<file path="src/rtl/core_ctrl_pkg.sv">
// Shared encodings for the multi-cycle control path: FSM states, opcodes,
// immediate formats, ALU operations and datapath mux selects.
package core_ctrl_pkg;

    typedef enum logic [2:0] {
        FETCH  = 3'd0,
        DECODE = 3'd1,
        EXEC   = 3'd2,
        MEM    = 3'd3,
        WB     = 3'd4,
        TRAP   = 3'd5
    } state_t;

    localparam logic [6:0] OPC_OPIMM  = 7'b0010011;
    localparam logic [6:0] OPC_LUI    = 7'b0110111;
    localparam logic [6:0] OPC_JAL    = 7'b1101111;
    localparam logic [6:0] OPC_BRANCH = 7'b1100011;
    localparam logic [6:0] OPC_LOAD   = 7'b0000011;
    localparam logic [6:0] OPC_STORE  = 7'b0100011;

    // Immediate formats, decoded identically by the immediate generator.
    localparam logic [2:0] IMM_I = 3'd0;
    localparam logic [2:0] IMM_U = 3'd1;
    localparam logic [2:0] IMM_J = 3'd2;
    localparam logic [2:0] IMM_B = 3'd3;
    localparam logic [2:0] IMM_S = 3'd4;

    localparam logic [2:0] ALU_ADD = 3'd0;
    localparam logic [2:0] ALU_SUB = 3'd1;
    localparam logic [2:0] ALU_SLT = 3'd2;
    localparam logic [2:0] ALU_AND = 3'd3;
    localparam logic [2:0] ALU_OR  = 3'd4;

    localparam logic [1:0] WB_ALU = 2'd0;
    localparam logic [1:0] WB_MDR = 2'd1;
    localparam logic [1:0] WB_IMM = 2'd2;
    localparam logic [1:0] WB_PC4 = 2'd3;

    localparam logic [1:0] PC_PLUS4  = 2'd0;
    localparam logic [1:0] PC_TARGET = 2'd1;

    function automatic logic is_legal(input logic [6:0] opc, input logic [2:0] f3);
        case (opc)
            OPC_OPIMM:  return (f3 == 3'b000) || (f3 == 3'b010) || (f3 == 3'b110) || (f3 == 3'b111);
            OPC_BRANCH: return (f3 == 3'b000) || (f3 == 3'b001);
            OPC_LUI, OPC_JAL, OPC_LOAD, OPC_STORE: return 1'b1;
            default:    return 1'b0;
        endcase
    endfunction

    function automatic logic [2:0] opimm_alu_op(input logic [2:0] f3);
        case (f3)
            3'b010:  return ALU_SLT;
            3'b110:  return ALU_OR;
            3'b111:  return ALU_AND;
            default: return ALU_ADD;
        endcase
    endfunction

endpackage

</file>
<file path="src/rtl/multicycle_ctrl_if.sv">
// Unified memory port request/acknowledge handshake between control and memory.
// Request is held until acknowledged; we/iord stay stable while the request is up.
interface multicycle_ctrl_if;
    logic mem_req;
    logic mem_we;
    logic iord;
    logic mem_ack;

    modport master (output mem_req, output mem_we, output iord, input mem_ack);
    modport slave  (input mem_req, input mem_we, input iord, output mem_ack);
endinterface

</file>
<file path="src/rtl/multicycle_ctrl_mem_timeout.sv">
// Counts unacknowledged request cycles; expired fires on the TIMEOUT-th waiting cycle.
// Combinational expiry so the FSM leaves the waiting state on that same edge.
module mem_timeout #(
    parameter int TIMEOUT = 16,
    parameter int CNT_W   = 8
) (
    input  logic clk,
    input  logic rst,
    input  logic clr,
    input  logic en,
    output logic expired
);
    logic [CNT_W-1:0] cnt;

    always_ff @(posedge clk or posedge rst) begin
        if (rst)
            cnt <= '0;
        else if (clr)
            cnt <= '0;
        else if (en)
            cnt <= cnt + 1'b1;
    end

    assign expired = en && (cnt == CNT_W'(TIMEOUT - 1));
endmodule

</file>
<file path="src/rtl/multicycle_ctrl.sv">
// Multi-cycle RV32I-subset control FSM: FETCH/DECODE/EXEC/MEM/WB plus absorbing TRAP.
// Enables are decoded from state (Mealy on mem_ack); memory waits stall the FSM until ack or timeout.
module multicycle_ctrl
    import core_ctrl_pkg::*;
#(
    parameter int TIMEOUT = 16,
    parameter int CNT_W   = 8
) (
    input  logic                clk,
    input  logic                rst,
    input  logic [6:0]          opcode,
    input  logic [2:0]          funct3,
    input  logic                zero,
    multicycle_ctrl_if.master   mem,
    output logic                ir_we,
    output logic                mdr_we,
    output logic                pc_we,
    output logic [1:0]          pc_sel,
    output logic [2:0]          imm_sel,
    output logic                alu_srcb,
    output logic [2:0]          alu_op,
    output logic                aluout_we,
    output logic                reg_we,
    output logic [1:0]          wb_sel,
    output logic                retire,
    output logic                trap,
    output logic                trap_cause
);
    state_t state;
    logic   expired;
    logic   is_store;
    logic   taken;

    assign is_store = (opcode == OPC_STORE);
    assign taken    = funct3[0] ? !zero : zero;

    mem_timeout #(.TIMEOUT(TIMEOUT), .CNT_W(CNT_W)) u_timeout (
        .clk     (clk),
        .rst     (rst),
        .clr     (!mem.mem_req || mem.mem_ack),
        .en      (mem.mem_req && !mem.mem_ack),
        .expired (expired)
    );

    always_ff @(posedge clk or posedge rst) begin
        if (rst) begin
            state      <= FETCH;
            trap_cause <= 1'b0;
        end else begin
            case (state)
                FETCH: begin
                    if (mem.mem_ack) begin
                        state <= DECODE;
                    end else if (expired) begin
                        state      <= TRAP;
                        trap_cause <= 1'b1;
                    end
                end
                DECODE: begin
                    if (is_legal(opcode, funct3)) begin
                        state <= EXEC;
                    end else begin
                        state      <= TRAP;
                        trap_cause <= 1'b0;
                    end
                end
                EXEC: begin
                    case (opcode)
                        OPC_JAL, OPC_BRANCH: state <= FETCH;
                        OPC_LOAD, OPC_STORE: state <= MEM;
                        default:             state <= WB;
                    endcase
                end
                MEM: begin
                    if (mem.mem_ack) begin
                        state <= is_store ? FETCH : WB;
                    end else if (expired) begin
                        state      <= TRAP;
                        trap_cause <= 1'b1;
                    end
                end
                WB:      state <= FETCH;
                default: state <= TRAP;
            endcase
        end
    end

    // Reset gates every output so an in-flight request drops immediately.
    always_comb begin
        mem.mem_req = 1'b0;
        mem.mem_we  = 1'b0;
        mem.iord    = 1'b0;
        ir_we       = 1'b0;
        mdr_we      = 1'b0;
        pc_we       = 1'b0;
        pc_sel      = PC_PLUS4;
        imm_sel     = IMM_I;
        alu_srcb    = 1'b0;
        alu_op      = ALU_ADD;
        aluout_we   = 1'b0;
        reg_we      = 1'b0;
        wb_sel      = WB_ALU;
        retire      = 1'b0;
        trap        = 1'b0;
        if (!rst) begin
            case (state)
                FETCH: begin
                    mem.mem_req = 1'b1;
                    if (mem.mem_ack) begin
                        ir_we = 1'b1;
                        pc_we = 1'b1;
                    end
                end
                EXEC: begin
                    case (opcode)
                        OPC_OPIMM: begin
                            alu_srcb  = 1'b1;
                            alu_op    = opimm_alu_op(funct3);
                            aluout_we = 1'b1;
                        end
                        OPC_JAL: begin
                            imm_sel = IMM_J;
                            reg_we  = 1'b1;
                            wb_sel  = WB_PC4;
                            pc_we   = 1'b1;
                            pc_sel  = PC_TARGET;
                            retire  = 1'b1;
                        end
                        OPC_BRANCH: begin
                            imm_sel = IMM_B;
                            alu_op  = ALU_SUB;
                            retire  = 1'b1;
                            if (taken) begin
                                pc_we  = 1'b1;
                                pc_sel = PC_TARGET;
                            end
                        end
                        OPC_LOAD, OPC_STORE: begin
                            imm_sel   = is_store ? IMM_S : IMM_I;
                            alu_srcb  = 1'b1;
                            aluout_we = 1'b1;
                        end
                        default: ;
                    endcase
                end
                MEM: begin
                    mem.mem_req = 1'b1;
                    mem.iord    = 1'b1;
                    mem.mem_we  = is_store;
                    if (mem.mem_ack) begin
                        retire = is_store;
                        mdr_we = !is_store;
                    end
                end
                WB: begin
                    reg_we = 1'b1;
                    retire = 1'b1;
                    if (opcode == OPC_LOAD) begin
                        wb_sel = WB_MDR;
                    end else if (opcode == OPC_LUI) begin
                        wb_sel  = WB_IMM;
                        imm_sel = IMM_U;
                    end
                end
                TRAP:    trap = 1'b1;
                default: ;
            endcase
        end
    end
endmodule

</file>
<file path="src/flat_wrapper.sv">
// flat-port wrapper written by rule: the top's interface ports become plain ports
module multicycle_ctrl_flat import core_ctrl_pkg::*;
#(
    parameter int TIMEOUT = 16,
    parameter int CNT_W   = 8
)
  (clk, rst, opcode, funct3, zero, ir_we, mdr_we, pc_we, pc_sel, imm_sel, alu_srcb, alu_op, aluout_we, reg_we, wb_sel, retire, trap, trap_cause, mem_mem_req, mem_mem_we, mem_iord, mem_mem_ack);
  multicycle_ctrl_if mem_i ();
  input  logic clk;
  input  logic rst;
  input  logic [6:0] opcode;
  input  logic [2:0] funct3;
  input  logic zero;
  output logic ir_we;
  output logic mdr_we;
  output logic pc_we;
  output logic [1:0] pc_sel;
  output logic [2:0] imm_sel;
  output logic alu_srcb;
  output logic [2:0] alu_op;
  output logic aluout_we;
  output logic reg_we;
  output logic [1:0] wb_sel;
  output logic retire;
  output logic trap;
  output logic trap_cause;
  output wire logic [$bits(mem_i.mem_req)-1:0] mem_mem_req;
  output wire logic [$bits(mem_i.mem_we)-1:0] mem_mem_we;
  output wire logic [$bits(mem_i.iord)-1:0] mem_iord;
  input wire logic [$bits(mem_i.mem_ack)-1:0] mem_mem_ack;
  assign mem_mem_req = mem_i.mem_req;
  assign mem_mem_we = mem_i.mem_we;
  assign mem_iord = mem_i.iord;
  assign mem_i.mem_ack = mem_mem_ack;
  multicycle_ctrl #(.TIMEOUT(TIMEOUT), .CNT_W(CNT_W)) u_core (.clk(clk), .rst(rst), .opcode(opcode), .funct3(funct3), .zero(zero), .mem(mem_i), .ir_we(ir_we), .mdr_we(mdr_we), .pc_we(pc_we), .pc_sel(pc_sel), .imm_sel(imm_sel), .alu_srcb(alu_srcb), .alu_op(alu_op), .aluout_we(aluout_we), .reg_we(reg_we), .wb_sel(wb_sel), .retire(retire), .trap(trap), .trap_cause(trap_cause));
endmodule
</file>
<file path="config.mk">
export PLATFORM = sky130hd
export DESIGN_NAME = multicycle_ctrl_flat
export DESIGN_NICKNAME = d
export VERILOG_FILES = /design/src/rtl/core_ctrl_pkg.sv /design/src/rtl/multicycle_ctrl_if.sv /design/src/rtl/multicycle_ctrl_mem_timeout.sv /design/src/rtl/multicycle_ctrl.sv /design/src/flat_wrapper.sv
export SDC_FILE = /design/constraint.sdc
export NUM_CORES = 1
export LEC_CHECK = 0
export BUFFER_PORTS_ARGS = -buffer_cell sky130_fd_sc_hd__buf_2
export CAP_MARGIN = 15
export CELL_PAD_IN_SITES_DETAIL_PLACEMENT = 0
export CELL_PAD_IN_SITES_GLOBAL_PLACEMENT = 2
export CORE_MARGIN = 3
export CORE_UTILIZATION = 28
export DETAILED_ROUTE_END_ITERATION = 16
export GPL_TIMING_DRIVEN = 0
export PLACE_DENSITY = 0.86
export SKIP_LAST_GASP = 1
export SLEW_MARGIN = 30
export SYNTH_ARGS = -nofsm -noshare
export SYNTH_HDL_FRONTEND = slang
export SYNTH_HIERARCHICAL = 1
export SYNTH_SLANG_ARGS = --single-unit
</file>
<file path="constraint.sdc">
create_clock -name clk -period 2.4 [get_ports clk]
set_input_delay 0.48 -clock clk [delete_from_list [all_inputs] [get_ports clk]]
set_output_delay 0.48 -clock clk [all_outputs]
set_load 0.01 [all_outputs]
</file>
Word level (Yosys, flattened, before mapping)

Cells that the tools add are included.

Word-level logic and storage cells: 107
Register bits after elaboration: 12
Input bits: 14
Output and inout port bits: 22

Add/sub/neg operators: 1
Mux-type cells: 63
Eq/ne operators: 19
Reduce and logical (&&, ||, !) cells: 21

Operator list:

| kind                  | number |
|---|---|
| $mux W1               | 31 |
| $mux W3               | 10 |
| $pmux W3 S2           | 3 |
| $pmux W3 S3           | 2 |
| $mux W8               | 2 |
| $pmux W3 S5           | 1 |
| $eq A7 B6 Y1 const B  | 2 |
| $eq A7 B7 Y1 const B  | 2 |
| $eq A3 B3 Y1 const B  | 4 |
| $mux W2               | 6 |
| $eq A3 B2 Y1 const B  | 3 |
| $add A8 B1 Y8 const B | 1 |
| $eq A8 B4 Y1 const B  | 1 |
| $pmux W1 S2           | 4 |
| $pmux W2 S2           | 2 |
| $eq A7 B2 Y1 const B  | 1 |
| $eq A7 B5 Y1 const B  | 1 |
| $eq A3 B1 Y1 const B  | 2 |
| $logic_not A3 Y1      | 2 |
| $pmux W1 S3           | 2 |
| $reduce_or A2 Y1      | 3 |
| $logic_or A1 B1 Y1    | 5 |
| $logic_not A1 Y1      | 4 |
| $ne A2 B2 Y1 const B  | 2 |
| other kinds (6)       | 8 |

Depth between registers and ports, before layout

Gate-level depths: netlist (run 1).

Depth after elaboration: 9
Depth in mapped cells: 12
Depth with buffers taken out: 10

Hierarchy

The synthesis (run 1) kept the hierarchy.

By module, submodules not included:

| module          | cells each | sequential area each (µm²) | times used | area an instance (µm²) |
|---|---|---|---|---|
| multicycle_ctrl | 103        | 100.1                      | 1          | 747.0 |
| mem_timeout     | 41         | 200.2                      | 1          | 421.7 |

Worst setup path after synthesis (run 1)

OpenSTA, ideal clock, no wires.

Kind: reg-to-reg
From: register u_core.state[0]
To: register u_core.state[1]
Setup time: 95 ps
Data required time: 2,305 ps
Path buffers: 2
Period minus slack after synthesis: 2,190 ps
Setup slack: 210 ps
Arrival: 2,095 ps
Cell stages (with the launch flop): 13
Cells stage by stage: dfrtp_1 > clkbuf_1 > nand2b_1 > and3_1 > nand2_1 > inv_1 > buf_4 > nand4_1 > nor2_1 > or3b_2 > o41ai_1 > nand3b_1 > o31ai_1

Longest elaborated chain between the ends: 9
Elaborated cells on any way between the ends: 14
Classes of those cells: eq/ne (4); mux (6); reduce/logical (4)

RTL lines:

| what                                                    | RTL line                          | source |
|---|---|---|
| start, declared                                         | multicycle_ctrl.sv:29             | `state_t state;` |
| start signal, assigned                                  | multicycle_ctrl.sv:76             | `state <= is_store ? FETCH : WB;` |
| $eq A3 B2 Y1 / $logic_not A3 Y1 (equally long branches) | multicycle_ctrl.sv:106            | `case (state)` |
| $reduce_or A2 Y1 (no line) (*)                          | n/a                               |  |
| $mux W1 (*)                                             | multicycle_ctrl.sv:106            |  |
| $mux W1 (*)                                             | multicycle_ctrl.sv:105            | `if (!rst) begin` |
| net mem_mem_req                                         | flat_wrapper.sv:27                | `output wire logic [$bits(mem_i.mem_req)-1:0] mem_mem_req;` |
| $logic_and A1 B1 Y1 (*)                                 | multicycle_ctrl.sv:41             | `.en (mem.mem_req && !mem.mem_ack),` |
| $logic_and A1 B1 Y1 (*)                                 | multicycle_ctrl_mem_timeout.sv:24 | `assign expired = en && (cnt == CNT_W'(TIMEOUT - 1));` |
| net u_core.expired                                      | multicycle_ctrl.sv:30             | `logic expired;` |
| $mux W3 (*)                                             | n/a                               |  |
| $mux W3, on equally long branches                       | n/a                               |  |
| $pmux W3 S5 (*)                                         | multicycle_ctrl.sv:50             | `case (state)` |

Mark *: on every way through the listed nets, which the timed path passes. The rest lies on a longest branch.
A chain may end at the register's enable or synchronous reset.

Worst setup path after layout (run 1)

From: input opcode[2]
To: output wb_sel[0]

Longest elaborated chain between the ends: 4
Elaborated cells on any way between the ends: 6
Classes of those cells: eq/ne (2); mux (4)

RTL lines:

| what                                                | RTL line                                       | source |
|---|---|---|
| start, declared                                     | flat_wrapper.sv:11                             | `input logic [6:0] opcode;` |
| $eq A7 B2 Y1 / $eq A7 B7 Y1 (equally long branches) | multicycle_ctrl.sv:158, multicycle_ctrl.sv:115 |  |
| $mux W2, on equally long branches                   | multicycle_ctrl.sv:158, multicycle_ctrl.sv:115 |  |
| $pmux W2 S2 (*)                                     | multicycle_ctrl.sv:106                         |  |
| $mux W2 (*)                                         | multicycle_ctrl.sv:105                         |  |
| end, declared                                       | flat_wrapper.sv:23                             | `output logic [1:0] wb_sel;` |

Mark *: on every way between the ends. The rest lies on a longest branch, timed or not.

==> results.md, run 1 <==
- Post-Synthesis Cell Area: between 1000 and 1500 sq um
- Vias after detailed routing: 1270
- Hold-fix buffers at CTS: 0
- Share of layout cells above drive strength 1: 41.1%
- HPWL Detailed: 2630 um
- Startpoint Class: input port
- Placer Congestion: between 0.7 and 0.8
- Hold_ws: 0.239 ns
- Starting Density: 30.5%
- RR Endpoint: u_core/state[1]
- Final setup TNS: 0 ns
- Ratio of total power to cell area: 298 nW/um^2
- Clock Latency Late Sink: 0.23 ns
- Post-DR wirelength/cell: about 15 um
- Least-Margin Pin Slew: 0.600 ns
- # setup viols final: 0
- Vias in the first global route: ~1200
- First-pass DRT Iterations: 4
- Total grt overflow: 0
- Post-synth EDFFs: 0
- Final Slew Violations: 0
- Die Y: around 71 um
- Pint: 0.373 mW
- Cells on worst reg2reg path: 12
- P_sw: 0.105 mW
- Switching Share: a little over a fifth
- Via density: 5.34
- Layout Utilization: 41.8%
- Rows: 22
- Synth warn: 6
- WP data required: 1.92 ns
- Post-DP Area: 1390 sq um
- Most common cell after layout, fill and taps aside: buf_2
- Commonest non-fill, non-tap cells in the layout: 35 x buf_2, 13 x buf_4, 12 x dfrtp_1
- Flop pwr share: 42.5%
- GRT Total Usage: 13.9%
- First-iteration detailed-routing DRC count: 86
- Register area share after synthesis: 25.7%
- Worst Setup Path Type: input port to output pin
- Longest Clk Path Bufs: 2
- Synthesized flop and latch total: 12
- CTS buffer count: 3
- DRC viols: 0
- Post-Route WL: 3480 um
- Crit path DAT: approximately 1.9 ns
- Worst IR Drop VDD: ~0.00026 V
- Tcrit/Tclk final: 97.5%
- Syn nets: 159
- Fin nets: 206
- Fmax: about 0.43 GHz
- Final Cell Area: 1600 sq um
- Worst min-delay path class: input port to async pin
- Total Power: 0.477 mW
- Die footprint: roughly 5000 sq um
- Static Leakage: 0.690 nW
- CTS clk-pin slew, worst paths: 0.05 ns
- Root Driver: clkbuf_8
- CTS sink count: 12
- Initial antenna violation count: 0
- Status: finished, final reports clean
- Worst slew margin: 59.9%
- Synth-to-Final Area Change: 36.9%
- Number of port buffers: 33
- Clk_skew: 0.00358 ns
- CP Max Fanout: 6
- Post-synthesis average cell area: 8.12 sq um
- Comb pwr share: 13.8%
- Post-synth cell types: 47
- Clock network fraction of design power: 43.7%
- Final Hold Fails: 0
- Min Tclk post-route: 2.34 ns
- Final ANT Viol Nets: 0
- H-tree Lvls: 1
- Crit. End Element: output pin
- Die width: ~70 um
- Ant. Diodes: 0
- Reg2Reg Setup Slack: 0.17 ns
- Max Cap Viol: 0
- Syn Inst Count: 144
- Reg2Reg Launch Point: u_core/state[0]
- Core area: 3830 sq um
- # IOs: 36
- Pin count of the biggest net entering global routing: 11
- First-pass GRT wire length: 5850 um
- CTS tree: done
- Primary FF master, synth: dfrtp_1
- Asr flop ratio synth: 100%
==> through the flow <==
step                      instances  worst slack, ns
after floorplan                 144            0.210
after global placement          225          -0.0404
after detailed placement        225          -0.0432
after CTS                       235          0.00871
after global routing            238          -0.0136
final                           238           0.0603
==> power by group through the flow <==
| stage | Combinational, mW | Sequential [mW] | Clock (mW) |
|---|---|---|---|
| finish | 0.0659 | 0.203 | 0.209 |
| global placement | 0.0624 | 0.206 | 0 |
| global route | 0.0732 | 0.202 | 0.232 |
| floorplan | 0.0356 | 0.206 | 0 |
| detailed placement | 0.0636 | 0.206 | 0 |
| CTS | 0.0643 | 0.203 | 0.218 |
==> synthesized netlist by cell type, types with 3 or more instances <==
cell / instances / area [sq um]
a21oi_1: 11 / 55.1
and3_1: 5 / 31.3
buf_4: 3 / 22.5
clkbuf_1: 4 / 15.0
dfrtp_1: 12 / 300
inv_1: 5 / 18.8
nand2_1: 8 / 30.0
nand2b_1: 3 / 18.8
nand3_1: 7 / 35.0
nand3b_1: 4 / 30.0
nand4_1: 6 / 37.5
nor2_1: 13 / 48.8
nor2b_1: 5 / 31.3
nor3b_1: 3 / 22.5
o21ai_0: 6 / 30.0
or3_1: 7 / 43.8
xnor2_1: 3 / 26.3
xor2_1: 3 / 26.3
==> repair_timing <==
action,in CTS,in global routing
endpoints found under the setup margin,4,10
resized for setup,6,16
pin swaps,3,7
buffers inserted,6,4
==> worst max-delay path: stages <==
cell       delay, ns
buf_2           0.13
nand4bb_4       0.26
or3_4           0.36
or3_4           0.33
a21oi_2         0.14
buf_2           0.15
==> routing by layer <==
layer	track usage (%)	routed length, um	vias to the layer above
li1	-	-	624
met1	18.7	1510	603
met2	23.1	1720	37
met3	2.41	196	6
met4	3.55	51	0
met5	0	0	-
==> cell type report <==
type                    count  area, sq um
inverters                   5         18.8
well taps                  48         60.1
fillers                   396         2230
multi-input cells         117          861
flip-flops and latches     12          300
repair buffers             43          240
plain buffers               9         65.1
clock buffers               4         55.1
==> registers in the layout (all words and copies together), names as in the netlist <==
register,count
u_core/trap_cause,1
u_core/state,3
u_core/u_timeout/cnt,8
==> how the worst max path moves through the flow <==
stage               startpoint         endpoint  slack (ns)  cells past startpoint
2_1_floorplan  u_core/state[0]  u_core/state[1]        0.21                     12
3_3_place_gp   u_core/state[0]  u_core/state[1]       -0.04                     12
3_5_place_dp   u_core/state[0]  u_core/state[1]       -0.04                     12
4_1_cts              opcode[3]        wb_sel[0]       0.009                      6
5_1_grt        u_core/state[1]        wb_sel[0]       -0.01                      9
6_report             opcode[2]        wb_sel[0]        0.06                      6
==> cell families (layout without fill, tap and decap cells) <==
kind of cell / Yosys count / after routing / share of synthesized area (%)
other: 1 / 1 / 0.321
DFF: 12 / 12 / 25.7
AOI/OAI and AO/OA: 31 / 31 / 19.5
adders and majority gates: 1 / 1 / 1.07
xor gates and xnor gates: 6 / 6 / 4.50
buffers and inverters: 15 / 61 / 7.17
muxes: 1 / 1 / 0.857
and+or+nand+nor: 77 / 77 / 40.9
(Power assumes the default switching activity.)
==> run 2, diff against run 1 <==
- CORE_ASPECT_RATIO: unset -> 0.6
==> results.md, run 2 (synthesized netlist as in run 1, its figures left out) <==
- Status: finished, final reports clean
- Clock Latency Late Sink: 0.24 ns
- Die Y: between 50 and 60 um
- Die footprint: 5010 sq um
- CTS buffer count: 3
- First-pass DRT Iterations: 4
- Post-DR wirelength/cell: 14.5 um
- Max Cap Viol: 0
- Die width: 89.4 um
- Final ANT Viol Nets: 0
- CTS clk-pin slew, worst paths: 0.05 ns
- Min Tclk post-route: 2.35 ns
- Footprint of the multi-input gates: 822 sq um
- Hold-fix buffers at CTS: 0
- GRT Total Usage: 12.7%
- Top Registers: u_core/u_timeout/cnt: 8 flops, u_core/state: 3 flops, u_core/trap_cause: 1 flops
- CP Max Fanout: 6
- Least-Margin Pin Slew: 0.622 ns
- Crit path DAT: 1.87 ns
- Pre-CTS setup slack: -0.0142 ns
- Pin count of the biggest net entering global routing: 11
- DRC viols: 0
- Core area: around 3800 sq um
- Initial antenna violation count: 0
- Worst slew margin: 58.4%
- WP data required: 1.92 ns
- Rows: 17
- Reg area: 300 sq um
- Post-Route WL: 3330 um
- HPWL Detailed: 2700 um
- H-tree Lvls: 1
- Register bank with the most flops: u_core/u_timeout/cnt
- Fmax: between 0.4 and 0.5 GHz
- Crit. End Element: output pin
- Starting Density: between 30% and 40%
- Clk_skew: 0.00132 ns
- # IOs: 36
- Number of port buffers: 33
- Unrepaired setup endpoints after global routing: yes
- Tcrit/Tclk final: between 90% and 100%
- Final Hold Fails: 0
- Fin nets: 199
- Ratio of total power to cell area: roughly 300 nW/um^2
- Worst IR Drop VDD: 0.000201 V
- CTS tree: done
- CTS sink count: 12
- Via density: approximately 5.3
- Final Slew Violations: 0
- Worst Setup Path Type: input port to output pin
- Final Non-Filler Cells: roughly 230
- Longest Clk Path Bufs: 2
- Vias in the first global route: between 1000 and 1500
- Static Leakage: ~0.65 nW
- Fillers: 422
- Startpoint Class: input port
- Worst min-delay path class: input port to async pin
- Synth-to-Final Area Change: 27.6%
- Share of layout cells above drive strength 1: around a third
- Vias after detailed routing: 1210
- Ant. Diodes: 0
- Total grt overflow: 0
- # setup viols final: 0
- First-iteration detailed-routing DRC count: 68
- Setup WS post-layout: 0.0516 ns
- First-pass GRT wire length: 5130 um
- Max reg flops: 8
- Placer Congestion: between 0.8 and 0.9
- Placed Instances: 224
- Final setup TNS: 0 ns
- Most common cell after layout, fill and taps aside: buf_2
- Root Driver: clkbuf_8
- Commonest non-fill, non-tap cells in the layout: 35 x buf_2, 12 x nor2_1, 12 x dfrtp_1
==> run 2: worst paths after layout <==
kind / start / endpoint / slack (ns) / depth (start not counted)
worst max register to register: u_core/state[0] / u_core/state[1] / 0.16 / 12
max in group asynchronous: rst / u_core/state[0] / 1.76 / 3
min in group clk: u_core/u_timeout/cnt[7] / u_core/u_timeout/cnt[7] / 0.57 / 2
worst min-delay path: rst / u_core/u_timeout/cnt[3] / 0.22 / 2
worst min register to register: u_core/u_timeout/cnt[7] / u_core/u_timeout/cnt[7] / 0.57 / 2
worst max-delay path: opcode[2] / wb_sel[0] / 0.05 / 6
==> run 2: where the power goes <==
part	switching (mW)	internal [mW]	leakage (nW)
Combinational	0.0395	0.0269	0.469
Clock	0.0667	0.110	0.0216
Sequential	0	0.203	0.157
==> run 2: metrics by stage <==
step	instance area, sq um	hold WS [ns]	power, mW	utilization, %
floorplan	1170	0.296	0.242	-
finish	1490	0.218	0.446	39.0
global route	1490	0.264	0.465	39.0
CTS	1440	0.217	0.450	37.7
detailed placement	1390	0.473	0.269	36.4
global placement	1390	0.471	0.268	36.4
==> run 2: metal layers <==
metal	global-route usage, %	part of all wire (%)	vias up
met2	15.2	38	35
met4	2.55	0.69	0
met1	22.2	56	568
met5	0	0	-
li1	-	-	603
met3	2.37	5.7	4
==> run 2: cell type report <==
cell class | instances | share of cell area [%]
Buffer | 10 | 4.70
Clock buffer | 3 | 2.77
Inverter | 5 | 1.26
Multi-Input combinational cell | 117 | 55.1
Sequential cell | 12 | 20.1
Tap cell | 47 | 3.94
Timing Repair Buffer | 35 | 12.1
==> run 2: repair_timing <==
action	in CTS	in global routing
pin swaps	0	4
gates resized for setup	2	13
setup endpoints to repair	3	9
setup buffers	0	2
==> run 2: worst max-delay path, cell delays in order <==
cell       delay, ns
buf_2           0.13
nand4bb_4       0.27
or3_4           0.36
or3_1           0.35
a21oi_2         0.14
buf_2           0.14
